==> src/rtl/slice_vlc_sequencer.sv <==
`default_nettype none
// ============================================================================
//  Module   : slice_vlc_sequencer
//  Purpose  : Per-slice sequencer for the ProRes encoder datapath. Accepts a
//             slice-start handshake, latches the block count, then steps a
//             slice cycle counter through DCT, DC VLC and AC VLC phases. It
//             drives the run/enable/flush controls of both VLC stages from
//             windows derived from the latched block count.
//  Ports    : clock                 rising-edge clock
//             reset_n               asynchronous active-low reset
//             slice_start           one-cycle slice request
//             block_num             blocks in the slice (sampled on accept)
//             busy / done           slice in progress / end-of-slice pulse
//             start_err             pulse when a start is rejected
//             state                 0 IDLE, 1 DCT, 2 DC, 3 AC, 4 DONE
//             seq_count             cycles since start acceptance
//             dc_vlc_*              DC VLC run, output window, stage counter
//             ac_vlc_*              AC VLC run, output window, flush, counter
//  Revision : 1.0 - initial release
// ============================================================================
module slice_vlc_sequencer #(
    parameter int CNT_W       = 16,
    parameter int BN_W        = 8,
    parameter int COEFS       = 64,
    parameter int DCT_LAT     = 10,
    parameter int DC_VLC_LAT  = 44,
    parameter int DC_EN_DLY   = 7,
    parameter int AC_EN_DLY   = 6,
    parameter int DC_RUN_TAIL = 8,
    parameter int AC_RUN_TAIL = 8
) (
    input  logic             clock,
    input  logic             reset_n,
    input  logic             slice_start,
    input  logic [BN_W-1:0]  block_num,
    output logic             busy,
    output logic             done,
    output logic             start_err,
    output logic [2:0]       state,
    output logic [CNT_W-1:0] seq_count,
    output logic             dc_vlc_run,
    output logic             dc_vlc_output_enable,
    output logic [CNT_W-1:0] dc_vlc_counter,
    output logic             ac_vlc_run,
    output logic             ac_vlc_output_enable,
    output logic             ac_vlc_output_flush,
    output logic [CNT_W-1:0] ac_vlc_counter
);

    typedef enum logic [2:0] {
        ST_IDLE = 3'd0,
        ST_DCT  = 3'd1,
        ST_DC   = 3'd2,
        ST_AC   = 3'd3,
        ST_DONE = 3'd4
    } state_t;

    localparam logic [CNT_W-1:0] c_one         = CNT_W'(1);
    localparam logic [CNT_W-1:0] c_dct_lat     = CNT_W'(DCT_LAT);
    localparam logic [CNT_W-1:0] c_dc_vlc_lat  = CNT_W'(DC_VLC_LAT);
    localparam logic [CNT_W-1:0] c_ac_coefs    = CNT_W'(COEFS - 1);
    localparam logic [CNT_W-1:0] c_dc_en_dly   = CNT_W'(DC_EN_DLY);
    localparam logic [CNT_W-1:0] c_ac_en_dly   = CNT_W'(AC_EN_DLY);
    localparam logic [CNT_W-1:0] c_dc_run_tail = CNT_W'(DC_RUN_TAIL);
    localparam logic [CNT_W-1:0] c_ac_run_tail = CNT_W'(AC_RUN_TAIL);

    state_t           r_state;
    logic [CNT_W-1:0] r_count;
    logic [CNT_W-1:0] r_n;

    state_t           w_nxt_state;
    logic [CNT_W-1:0] w_nxt_count;
    logic [CNT_W-1:0] w_nxt_n;
    logic             w_accept;
    logic             w_reject;
    logic [CNT_W-1:0] w_a;
    logic [CNT_W-1:0] w_b;
    logic [CNT_W-1:0] w_m;
    logic [CNT_W-1:0] w_end;
    logic             w_live;
    logic             w_dc_run;
    logic             w_dc_oe;
    logic             w_ac_run;
    logic             w_ac_oe;
    logic             w_ac_flush;

    // Only an idle sequencer with a non-empty slice accepts; anything else
    // that raises slice_start is reported and otherwise ignored.
    assign w_accept = slice_start && (r_state == ST_IDLE) && (block_num != '0);
    assign w_reject = slice_start && !w_accept;
    assign w_nxt_n  = w_accept ? CNT_W'(block_num) : r_n;

    // Window bases. N only changes on acceptance out of IDLE, so bases built
    // from the next-cycle N serve both the state transitions (which only use
    // them outside IDLE) and the registered output windows.
    assign w_a   = c_dct_lat + w_nxt_n;
    assign w_b   = w_a + c_dc_vlc_lat;
    assign w_m   = c_ac_coefs * w_nxt_n;
    assign w_end = w_b + w_m + c_ac_run_tail + c_one;

    always_comb begin
        w_nxt_state = r_state;
        w_nxt_count = '0;
        case (r_state)
            ST_IDLE: begin
                if (w_accept) begin
                    w_nxt_state = ST_DCT;
                end
            end
            ST_DCT: begin
                w_nxt_count = r_count + c_one;
                if (r_count == w_a - c_one) begin
                    w_nxt_state = ST_DC;
                end
            end
            ST_DC: begin
                w_nxt_count = r_count + c_one;
                if (r_count == w_b - c_one) begin
                    w_nxt_state = ST_AC;
                end
            end
            ST_AC: begin
                w_nxt_count = r_count + c_one;
                if (r_count == w_end - c_one) begin
                    w_nxt_state = ST_DONE;
                end
            end
            ST_DONE: begin
                w_nxt_state = ST_IDLE;
            end
            default: begin
                w_nxt_state = ST_IDLE;
            end
        endcase
    end

    // Output windows are evaluated on the count the next cycle will carry so
    // that the registered outputs line up with seq_count in the same cycle.
    assign w_live     = (w_nxt_state != ST_IDLE);
    assign w_dc_run   = w_live && (w_nxt_count >= w_a + c_one)
                               && (w_nxt_count <= w_a + w_nxt_n + c_dc_run_tail);
    assign w_dc_oe    = w_live && (w_nxt_count >= w_a + c_dc_en_dly)
                               && (w_nxt_count <  w_a + c_dc_en_dly + w_nxt_n);
    assign w_ac_run   = w_live && (w_nxt_count >= w_b + c_one)
                               && (w_nxt_count <= w_b + w_m + c_ac_run_tail);
    assign w_ac_oe    = w_live && (w_nxt_count >= w_b + c_ac_en_dly)
                               && (w_nxt_count <  w_b + c_ac_en_dly + w_m);
    assign w_ac_flush = w_live && (w_nxt_count == w_b + c_ac_en_dly + w_m);

    always_ff @(posedge clock or negedge reset_n) begin
        if (!reset_n) begin
            r_state              <= ST_IDLE;
            r_count              <= '0;
            r_n                  <= '0;
            busy                 <= 1'b0;
            done                 <= 1'b0;
            start_err            <= 1'b0;
            dc_vlc_run           <= 1'b0;
            dc_vlc_output_enable <= 1'b0;
            dc_vlc_counter       <= '0;
            ac_vlc_run           <= 1'b0;
            ac_vlc_output_enable <= 1'b0;
            ac_vlc_output_flush  <= 1'b0;
            ac_vlc_counter       <= '0;
        end else begin
            r_state              <= w_nxt_state;
            r_count              <= w_nxt_count;
            r_n                  <= w_nxt_n;
            busy                 <= (w_nxt_state == ST_DCT) || (w_nxt_state == ST_DC)
                                    || (w_nxt_state == ST_AC);
            done                 <= (w_nxt_state == ST_DONE);
            start_err            <= w_reject;
            dc_vlc_run           <= w_dc_run;
            dc_vlc_output_enable <= w_dc_oe;
            dc_vlc_counter       <= w_dc_run ? (w_nxt_count - (w_a + c_one)) : '0;
            ac_vlc_run           <= w_ac_run;
            ac_vlc_output_enable <= w_ac_oe;
            ac_vlc_output_flush  <= w_ac_flush;
            ac_vlc_counter       <= w_ac_run ? (w_nxt_count - (w_b + c_one)) : '0;
        end
    end

    assign state     = r_state;
    assign seq_count = r_count;

endmodule
`default_nettype wire

==> config.mk <==
export PLATFORM = sky130hd
export DESIGN_NAME = slice_vlc_sequencer
export DESIGN_NICKNAME = d
export VERILOG_FILES = /design/src/rtl/slice_vlc_sequencer.sv
export SDC_FILE = /design/constraint.sdc
export NUM_CORES = 1
export LEC_CHECK = 0
export BUFFER_PORTS_ARGS = -buffer_cell sky130_fd_sc_hd__buf_4
export CAP_MARGIN = 30
export CORE_MARGIN = 2
export CORE_UTILIZATION = 30
export CTS_CLUSTER_SIZE = 10
export DETAILED_ROUTE_END_ITERATION = 12
export GPL_ROUTABILITY_DRIVEN = 0
export PLACE_DENSITY = 0.42
export SYNTH_ARGS = -nofsm -noshare
export SYNTH_HDL_FRONTEND = slang
export SYNTH_SLANG_ARGS = --single-unit
==> constraint.sdc <==
create_clock -name clock -period 9.44 [get_ports clock]
set_clock_uncertainty 0.2 [all_clocks]
set_input_delay 1.888 -clock clock [delete_from_list [all_inputs] [get_ports clock]]
set_output_delay 1.888 -clock clock [all_outputs]
set_load 0.02 [all_outputs]
==> results.txt, run 1 <==
Final Net Count: 2157
Worst Hold Class: reg2reg
largest net degree at the start of global routing: 49
crit-path max FO: 6
final hold viol count: 0
Synth Area per Inst: 8.35 sq um
Slew @ Worst Pin: 864 ps
CP Launch Type: input pin
Die Height: 217 microns
MaxCap Viol Count: 0
DRT iter0 DRCs: 769
Reg-to-Reg End: ac_vlc_counter[10]
gr ovfl total: 0
DR vias: 12742
via density per instance: 5.15
first-pass GRT wire length: 78800 microns
register area share after synthesis: 13.8%
Worst-Skew Late Latency: 390 ps
R2R Setup Slk: 1530 ps
DIE AREA: 47000 sq um
endpoints failing setup: 0
top cell type's share of synthesized area: 22.2%
Synth warnings: 0
post-route ant nets: 0
CTS clock-pin slew for the worst setup and hold paths: 60 ps
status: completed
FF+latch count, synth: 75
final critical-path share of the clock period: 96.7%
number of global-route vias before repair: 12718
post-route design area: 16900 sq um
# rows: 78
Ports: 70
f_max: 0.110 GHz
Req. time, crit path: 9530 ps
Layout area overhead: 24.7%
clock buffer depth: 2
EDFF count, synth: 0
Slew headroom: 42.4%
most numerous cell on the critical path: buf_4
IO buf count: 69
syn nets: 1916
Die W: 217 microns
Final HPWL DP: 44000 microns
drt first pass iters: 5
hold-critical path depth: 1
Syn Std Cell Area: 13600 sq um
max incr delay on CP: 550 ps
Yosys top cell by area: ha_1
Synth Instances: 1628
kind of critical path: in2reg
core area: 45100 sq um
initial antenna violation count: 0
wire per inst: 21.2 microns
root buffer cell: clkbuf_16
Post-synth top flop: dfrtp_1
Critical-path top delay cell: or4_4
crit end category: flop
Area after DPL: 16300 sq um
Slew Viols, Final: 0
min Tclk post-route: 9120 ps
beginning of the worst hold path: r_n[15]
H-tree Lvls: 3
unrepaired setup endpoints after global routing: yes
CTS buffer count: 9
Synth area leaders: ha_1, dfrtp_1, xnor2_1
cells on worst reg2reg path: 34
drt drc: 0
synth unique cells: 83
worst hold path endpoint: r_n[15]
R2R Path Start: state[1]
Inserted Diodes: 0
Initial Util: 30.2%
layout cell share with drive strength beyond 1: 21.6%
asr flop ratio synth: 100%
clk sinks: 75
final WL: 52500 microns
CTS tree: done
WP data arrival: 9210 ps
GRT Resource Usage Total: 22.5%
-- cell usage after synthesis, types with 7 or more instances --
cell type  number
a21o_1         53
nor2_1        101
a211oi_1        7
nor3_1         39
mux2i_1        13
and2_1         23
inv_1         142
nor2b_1        24
fa_1           36
o21ai_0        60
nand2_1        90
a211o_1        10
buf_1          10
and3_1         14
o21bai_1       12
ha_1          241
dfrtp_1        75
xnor2_1       143
a31oi_1        11
clkbuf_1       34
nor3_2         28
nor4_1         14
o211ai_1        8
nand3_1        42
or3_1          24
xor2_1         79
nand2b_1       16
o21a_1         23
nand4_1        30
or2_2          11
a21oi_1       100
-- metrics by stage --
stage	TNS [ps]	cells	hold WS (ps)	utilization (%)	worst slack, ps
final	0	2474	425	37.6	315
after global routing	-1740	2474	447	37.6	-127
after CTS	0	2464	430	36.8	1.20
after detailed placement	-7870	2447	424	36.1	-473
after global placement	-6300	2446	415	36.0	-408
after floorplan	0	1628	324	-	15.5
-- layout make-up --
class / instances / area, sq um
inverter: 144 / 541
timing repair buffer: 283 / 2220
sequential: 75 / 1880
clock inverter: 6 / 40.0
fill: 4660 / 28100
clock buffer: 10 / 239
multi-input combinational: 1356 / 11300
tap: 600 / 751
-- repair_timing --
| item | CTS | global route |
|---|---|---|
| buffers inserted | 1 | 8 |
| resized for setup | 5 | 44 |
| pin swaps | 4 | 36 |
| cloned | 0 | 2 |
| hold buffers | 0 | 0 |
| setup endpoints to repair | 16 | 23 |
-- logic make-up (layout without fill, tap and decap cells) --
group           count (synthesis)  in the layout  share of synthesized area (%)
other cells                     1              1                         0.0276
flops                          75             75                           13.8
xor+xnor                      226            226                           14.9
buf+inv                       197            443                           5.75
mux                            14             14                           1.04
compound gates                348            348                           17.2
fa+ha+maj                     277            277                           27.5
simple gates                  490            490                           19.8
-- flip-flops by register name (all words and copies together), names as in the netlist --
register,count
dc_vlc_run,1
r_n,16
ac_vlc_counter,16
busy,1
dc_vlc_counter,16
seq_count,16
dc_vlc_output_enable,1
ac_vlc_run,1
ac_vlc_output_flush,1
state,3
start_err,1
done,1
ac_vlc_output_enable,1
-- critical path: cells and delay by family --
kind            cells  cell delay (ps)
fa+ha+maj           7             2680
compound gates     13             2100
buf+inv             9             1090
simple gates        2              720
xor+xnor            2              470
mux                 1              250
-- layout by cell type, fill, tap and decap left out, types with 14 or more instances in the layout --
cell	count
a21o_1	53
a21oi_1	93
and2_1	23
and3_1	14
buf_4	276
dfrtp_1	75
fa_1	35
ha_1	234
inv_1	138
nand2_1	89
nand2b_1	16
nand3_1	42
nand4_1	30
nor2_1	99
nor2b_1	23
nor3_1	38
nor3_2	28
o21a_1	23
o21ai_0	56
or3_1	24
xnor2_1	138
xor2_1	78
-- worst max-delay path by stage --
stage	from	endpoint	depth (start not counted)
final	block_num[5]	ac_vlc_counter[10]	34
after global routing	block_num[5]	ac_vlc_counter[1]	36
after CTS	block_num[1]	ac_vlc_counter[3]	36
after detailed placement	block_num[1]	ac_vlc_counter[3]	33
after global placement	block_num[1]	ac_vlc_counter[3]	33
after floorplan	block_num[1]	ac_vlc_counter[11]	32
-- layer usage --
metal	up-vias	part of all wire, %	global-route usage, %
li1	6244	-	-
met1	6120	45	29.2
met2	313	47	37.7
met3	65	4.8	3.42
met4	0	3.7	8.47
met5	-	0	0
Power of run 1 is not shown: default switching activity piles up to over one toggle a cycle in this logic, so the estimate is an artifact.
==> run 2: changes to the inputs <==
--- a/config.mk
+++ b/config.mk
@@ -5,6 +5,7 @@
 export SDC_FILE = /design/constraint.sdc
 export NUM_CORES = 1
 export LEC_CHECK = 0
+export ABC_AREA = 1
 export BUFFER_PORTS_ARGS = -buffer_cell sky130_fd_sc_hd__buf_4
 export CAP_MARGIN = 30
 export CORE_MARGIN = 2
==> results.txt, run 2 <==
hold-critical path depth: 2 (was 1)
endpoints failing setup: 0 (unchanged)
synth cell count leaders: nand2_1, inv_1, ha_1, nor2_1, a21oi_1 (was ha_1, xnor2_1, inv_1, nor2_1, a21oi_1)
status: completed (unchanged)
clk sinks: 75 (unchanged)
DR vias: 12773 (was 12742)
Final HPWL DP: 42700 microns (was 44000 microns)
most frequent cells in the layout: nand2_1, inv_1, ha_1, nor2_1, buf_4 (was buf_4, ha_1, inv_1, xnor2_1, nor2_1)
register area share after synthesis: 13.8% (about the same)
number of global-route vias before repair: 12498 (was 12718)
post-route design area: 15700 sq um (was 16900 sq um)
CP Launch Type: input pin (unchanged)
Slew headroom: 26.7% (was 42.4%)
Worst-Skew Late Latency: 390 ps (about the same)
CTS hold repair buffers: 0 (unchanged)
most numerous cell on the critical path: inv_1 (was buf_4)
Cell Int Power: 0.540 mW
non-filler cells, final: 2643 (was 2474)
Gate power share: 2.7%
drt first pass iters: 5 (unchanged)
Die W: 217 microns (about the same)
MaxCap Viol Count: 0 (unchanged)
H-tree Lvls: 3 (unchanged)
Layout area overhead: 15.7% (was 24.7%)
switching share of power: 26.1%
Post-synth top flop: dfrtp_1 (unchanged)
FF+latch count, synth: 75 (unchanged)
final critical-path share of the clock period: 94.3% (was 96.7%)
layout cell share with drive strength beyond 1: 13.6% (was 21.6%)
crit end category: flop (unchanged)
DIE AREA: 47000 sq um (about the same)
kind of critical path: in2reg (unchanged)
Synth Area per Inst: 7.10 sq um (was 8.35 sq um)
Slew Viols, Final: 0 (unchanged)
Reg power frac: 44.1%
Ports: 70 (unchanged)
max incr delay on CP: 550 ps (about the same)
Req. time, crit path: 9480 ps (was 9530 ps)
final WL: 50700 microns (was 52500 microns)
clock power share: 53.3%
Final WS setup: 539 ps (was 315 ps)
Die Height: 217 microns (about the same)
cells on worst reg2reg path: 34 (unchanged)
WP data arrival: 8940 ps (was 9210 ps)
pre-CTS WS: -87.9 ps (was -473 ps)
post-route ant nets: 0 (unchanged)
Synth Instances: 1912 (was 1628)
CTS clock-pin slew for the worst setup and hold paths: 80 ps (was 60 ps)
Final Net Count: 2334 (was 2157)
Area after DPL: 15200 sq um (was 16300 sq um)
Initial Util: 30.6% (was 30.2%)
asr flop ratio synth: 100% (unchanged)
Critical-path top delay cell: fa_1 (was or4_4)
via density per instance: 4.83 (was 5.15)
clock buffer depth: 2 (unchanged)
final hold viol count: 0 (unchanged)
Multi-input gate area: 10600 sq um (was 11300 sq um)
PwrDens: 46.5 nW/um^2
largest net degree at the start of global routing: 57 (was 49)
crit-path max FO: 11 (was 6)
gr ovfl total: 0 (unchanged)
most common library cell in the layout ignoring fill and taps: nand2_1 (was buf_4)
f_max: 0.112 GHz (was 0.110 GHz)
Placed Cells incl. Taps: 2621 (was 2447)
wire per inst: 19.2 microns (was 21.2 microns)
first-pass GRT wire length: 75500 microns (was 78800 microns)
initial antenna violation count: 1 (was 0)
P_sw: 0.190 mW
GRT Resource Usage Total: 21.7% (was 22.5%)
Worst Hold Class: reg2reg (unchanged)
Syn Std Cell Area: 13600 sq um (about the same)
CTS tree: done (unchanged)
Synth area leaders: ha_1, dfrtp_1, nand2_1 (was ha_1, dfrtp_1, xnor2_1)
min Tclk post-route: 8900 ps (was 9120 ps)
Yosys top cell by area: ha_1 (unchanged)
synth unique cells: 55 (was 83)
static leakage: 8.70 nW
top cell type's share of synthesized area: 22.2% (about the same)
top-count cell post-synth: nand2_1 (was ha_1)
root buffer cell: clkbuf_16 (unchanged)
drt drc: 0 (unchanged)
CTS buffer count: 9 (unchanged)
VDD IR max: 0.0629 mV
IO buf count: 69 (unchanged)
EDFF count, synth: 0 (unchanged)
Synth warnings: 0 (unchanged)
# rows: 77 (was 78)
DRT iter0 DRCs: 769 (unchanged)
core area: 44400 sq um (was 45100 sq um)
Slew @ Worst Pin: 1100 ps (was 864 ps)
syn nets: 2200 (was 1916)
Inserted Diodes: 0 (unchanged)
register area: 1880 sq um (unchanged)
Filler cells: 4814 (was 4660)
-- run 2: cell types whose count changed after synthesis, sizes merged, moves of 35 or more --
cell,before,now
nand3,42,123
xor2,79,116
nor2,102,183
a21o,53,5
nor3,67,32
nand2,90,426
xnor2,144,48
inv,143,308
-- run 2: power groups by stage --
stage                     Clock [mW]  Sequential [mW]  Combinational, mW
after global routing           0.415            0.321             0.0224
final                          0.389            0.322             0.0194
after detailed placement           0            0.328             0.0202
after CTS                      0.403            0.321             0.0202
after global placement             0            0.328             0.0200
after floorplan                    0            0.328            0.00577
-- run 2: timing repair --
action | in CTS | in global routing
setup endpoints to repair | 0 | 35
setup buffers | 0 | 3
resized for setup | 0 | 25
-- run 2: cell type report --
| type | instances | share of cell area (%) |
|---|---|---|
| multi-input cells | 1510 | 67.3 |
| clock buffers | 12 | 1.57 |
| clock inverters | 4 | 0.319 |
| repair buffers | 139 | 6.71 |
| well taps | 592 | 4.72 |
| inverters | 311 | 7.44 |
| flip-flops and latches | 75 | 12.0 |
-- run 2: worst paths after layout --
check,startpoint,endpoint,slack [ps]
worst max-delay path,block_num[0],dc_vlc_counter[0],540
worst min-delay path,r_n[9],r_n[9],420
worst max register to register,state[2],dc_vlc_counter[0],1410
worst min register to register,r_n[9],r_n[9],420
max in group asynchronous,reset_n,dc_vlc_counter[15],6720
min in group asynchronous,reset_n,ac_vlc_run,1190
-- run 2: kinds of logic after synthesis --
kind of cell | synth area share (%)
AO/OA/AOI/OAI | 9.99
adder cells (fa/ha/maj) | 27.5
buffers and inverters | 9.69
AND/OR/NAND/NOR | 27.6
other | 0.0276
XOR/XNOR | 11.2
flip-flops | 13.8
multiplexers | 0.0830
-- run 2: through the flow --
stage                     setup TNS [ps]  total power, mW  utilization (%)  hold slack [ps]
after floorplan                        0            0.334                -              347
after global placement                 0            0.348             34.2              412
after detailed placement           -1110            0.348             34.3              403
after CTS                              0            0.744             34.9              422
after global routing               -69.9            0.758             35.3              499
final                                  0            0.730             35.3              422
-- run 2: metal layers --
layer	GRT usage (%)	vias up	routed length, microns
met4	8.49	0	1740
met2	34.4	278	22400
li1	-	6476	-
met3	3.14	69	2520
met1	29.7	5950	24000
met5	0	-	0
-- run 2: critical path: cells and delay by family --
kind	cells	cell delay, ps
AND/OR/NAND/NOR	17	2370
XOR/XNOR	3	730
adder cells (fa/ha/maj)	6	2440
buffers and inverters	10	1310
AO/OA/AOI/OAI	1	170
Note: power is estimated with default switching activity, not from simulation.
==> run 3: changes to the inputs <==
--- a/config.mk
+++ b/config.mk
@@ -13,7 +13,7 @@
 export CTS_CLUSTER_SIZE = 10
 export DETAILED_ROUTE_END_ITERATION = 12
 export GPL_ROUTABILITY_DRIVEN = 0
-export PLACE_DENSITY = 0.42
+export PLACE_DENSITY_LB_ADDON = 0.25
 export SYNTH_ARGS = -nofsm -noshare
 export SYNTH_HDL_FRONTEND = slang
 export SYNTH_SLANG_ARGS = --single-unit
==> constraint.sdc (replaced) <==
create_clock -name clock -period 9.4 [get_ports clock]
set_clock_uncertainty 0.2 [all_clocks]
set_input_delay 1.88 -clock clock [delete_from_list [all_inputs] [get_ports clock]]
set_output_delay 1.88 -clock clock [all_outputs]
set_load 0.02 [all_outputs]
==> results.txt, run 3 (synthesis gave the netlist of run 2 again) <==
wire per inst: 18.1 microns (was 19.2 microns)
Die W: 217 microns (unchanged)
# rows: 77 (unchanged)
static leakage: 8.68 nW (was 8.70 nW)
Slew Viols, Final: 0 (unchanged)
Initial Util: 30.6% (unchanged)
final WL: 47700 microns (was 50700 microns)
Final HPWL DP: 39600 microns (was 42700 microns)
Placed Cells incl. Taps: 2610 (was 2621)
R2R Path Start: state[1] (was state[2])
beginning of the worst hold path: r_n[1] (was r_n[9])
Layout area overhead: 15.5% (was 15.7%)
Worst Hold Class: reg2reg (unchanged)
crit path from: block_num[0] (unchanged)
DIE AREA: 47000 sq um (unchanged)
Inserted Diodes: 0 (unchanged)
kind of critical path: in2reg (unchanged)
clock buffer depth: 2 (unchanged)
VDD IR max: 0.0775 mV (was 0.0629 mV)
gr ovfl total: 0 (unchanged)
post-route ant nets: 0 (unchanged)
core area: 44400 sq um (unchanged)
root buffer cell: clkbuf_16 (unchanged)
H-tree Lvls: 3 (unchanged)
most numerous cell on the critical path: nand2_1 (was inv_1)
most frequent cells in the layout: nand2_1, inv_1, ha_1, nor2_1, buf_4 (unchanged)
Final Net Count: 2327 (was 2334)
Req. time, crit path: 9500 ps (was 9480 ps)
max incr delay on CP: 540 ps (was 550 ps)
final hold viol count: 0 (unchanged)
f_max: 0.112 GHz
Die Height: 217 microns (unchanged)
Filler cells: 4776 (was 4814)
endpoints failing setup: 0 (unchanged)
number of global-route vias before repair: 12461 (was 12498)
Ports: 70 (unchanged)
GRT Resource Usage Total: 20.3% (was 21.7%)
initial antenna violation count: 0 (was 1)
Worst-Skew Late Latency: 390 ps (about the same)
PwrDens: 48.3 nW/um^2 (was 46.5 nW/um^2)
CTS clock-pin slew for the worst setup and hold paths: 60 ps (was 80 ps)
crit end category: flop (unchanged)
MaxCap Viol Count: 0 (unchanged)
via density per instance: 4.94 (was 4.83)
first-pass GRT wire length: 72500 microns (was 75500 microns)
DR vias: 13029 (was 12773)
CTS buffer count: 9 (unchanged)
Slew headroom: 25.1% (was 26.7%)
most common library cell in the layout ignoring fill and taps: nand2_1 (unchanged)
non-filler cells, final: 2636 (was 2643)
min Tclk post-route: 8890 ps
drt drc: 0 (unchanged)
status: completed (unchanged)
WP data arrival: 8990 ps (was 8940 ps)
DRT iter0 DRCs: 955 (was 769)
final core occ: 35.3% (about the same)
IO buf count: 69 (unchanged)
crit-path max FO: 7 (was 11)
final critical-path share of the clock period: 94.6%
largest net degree at the start of global routing: 56 (was 57)
CP Launch Type: input pin (unchanged)
layout cell share with drive strength beyond 1: 13.5% (was 13.6%)
clk sinks: 75 (unchanged)
drt first pass iters: 6 (was 5)
Slew @ Worst Pin: 1120 ps (was 1100 ps)
CTS tree: done (unchanged)
Critical-path top delay cell: fa_1 (unchanged)
run 3: final cells by class:
cell class,count,area [sq um],area share [%]
timing repair buffer,132,998,6.37
clock inverter,5,86.3,0.551
multi-input combinational,1510,10600,67.4
sequential,75,1880,12.0
tap,592,741,4.73
clock buffer,11,243,1.55
inverter,311,1170,7.46
run 3: path summary, 6_finish.rpt:
check	end	slack (ps)	cells after the start
worst min register to register	r_n[1]	330	2
max in group asynchronous	r_n[11]	6680	2
min in group asynchronous	seq_count[5]	1220	1
worst max-delay path	ac_vlc_counter[1]	510	46
worst max register to register	ac_vlc_output_enable	1370	33
worst min-delay path	r_n[1]	330	2
run 3: critical path, delay by kind of cell:
family / cells / cell delay, ps
XOR/XNOR: 2 / 430
AO/OA/AOI/OAI: 9 / 1200
AND/OR/NAND/NOR: 21 / 2310
adder cells (fa/ha/maj): 7 / 2530
buffers and inverters: 7 / 620
run 3: through the flow:
stage	power (mW)	setup WS (ps)	hold WS (ps)	area, sq um	setup TNS (ps)
global placement	0.349	-22.6	319	15100	-210
global route	0.782	-88.8	352	15700	-1440
detailed placement	0.349	-241	316	15100	-3550
CTS	0.768	149	333	15400	0
floorplan	0.335	141	347	13600	0
finish	0.757	507	331	15700	0
run 3: what timing repair did:
item | in CTS | in global routing
hold buffers | 0 | 0
setup buffers | 0 | 7
setup endpoints to repair | 0 | 37
gates resized for setup | 0 | 37
run 3: power breakdown:
| group | switching [mW] | internal (mW) |
|---|---|---|
| clock network | 0.172 | 0.242 |
| logic | 0.0140 | 0.00595 |
| registers | 0.000111 | 0.323 |
| total | 0.186 | 0.571 |
run 3: routing by layer:
layer	GRT usage, %	vias to the layer above	part of all wire (%)
met5	0	-	0
li1	-	6476	-
met2	32.2	419	44
met4	7.56	0	3.5
met3	3.56	74	6.4
met1	27.6	6060	46
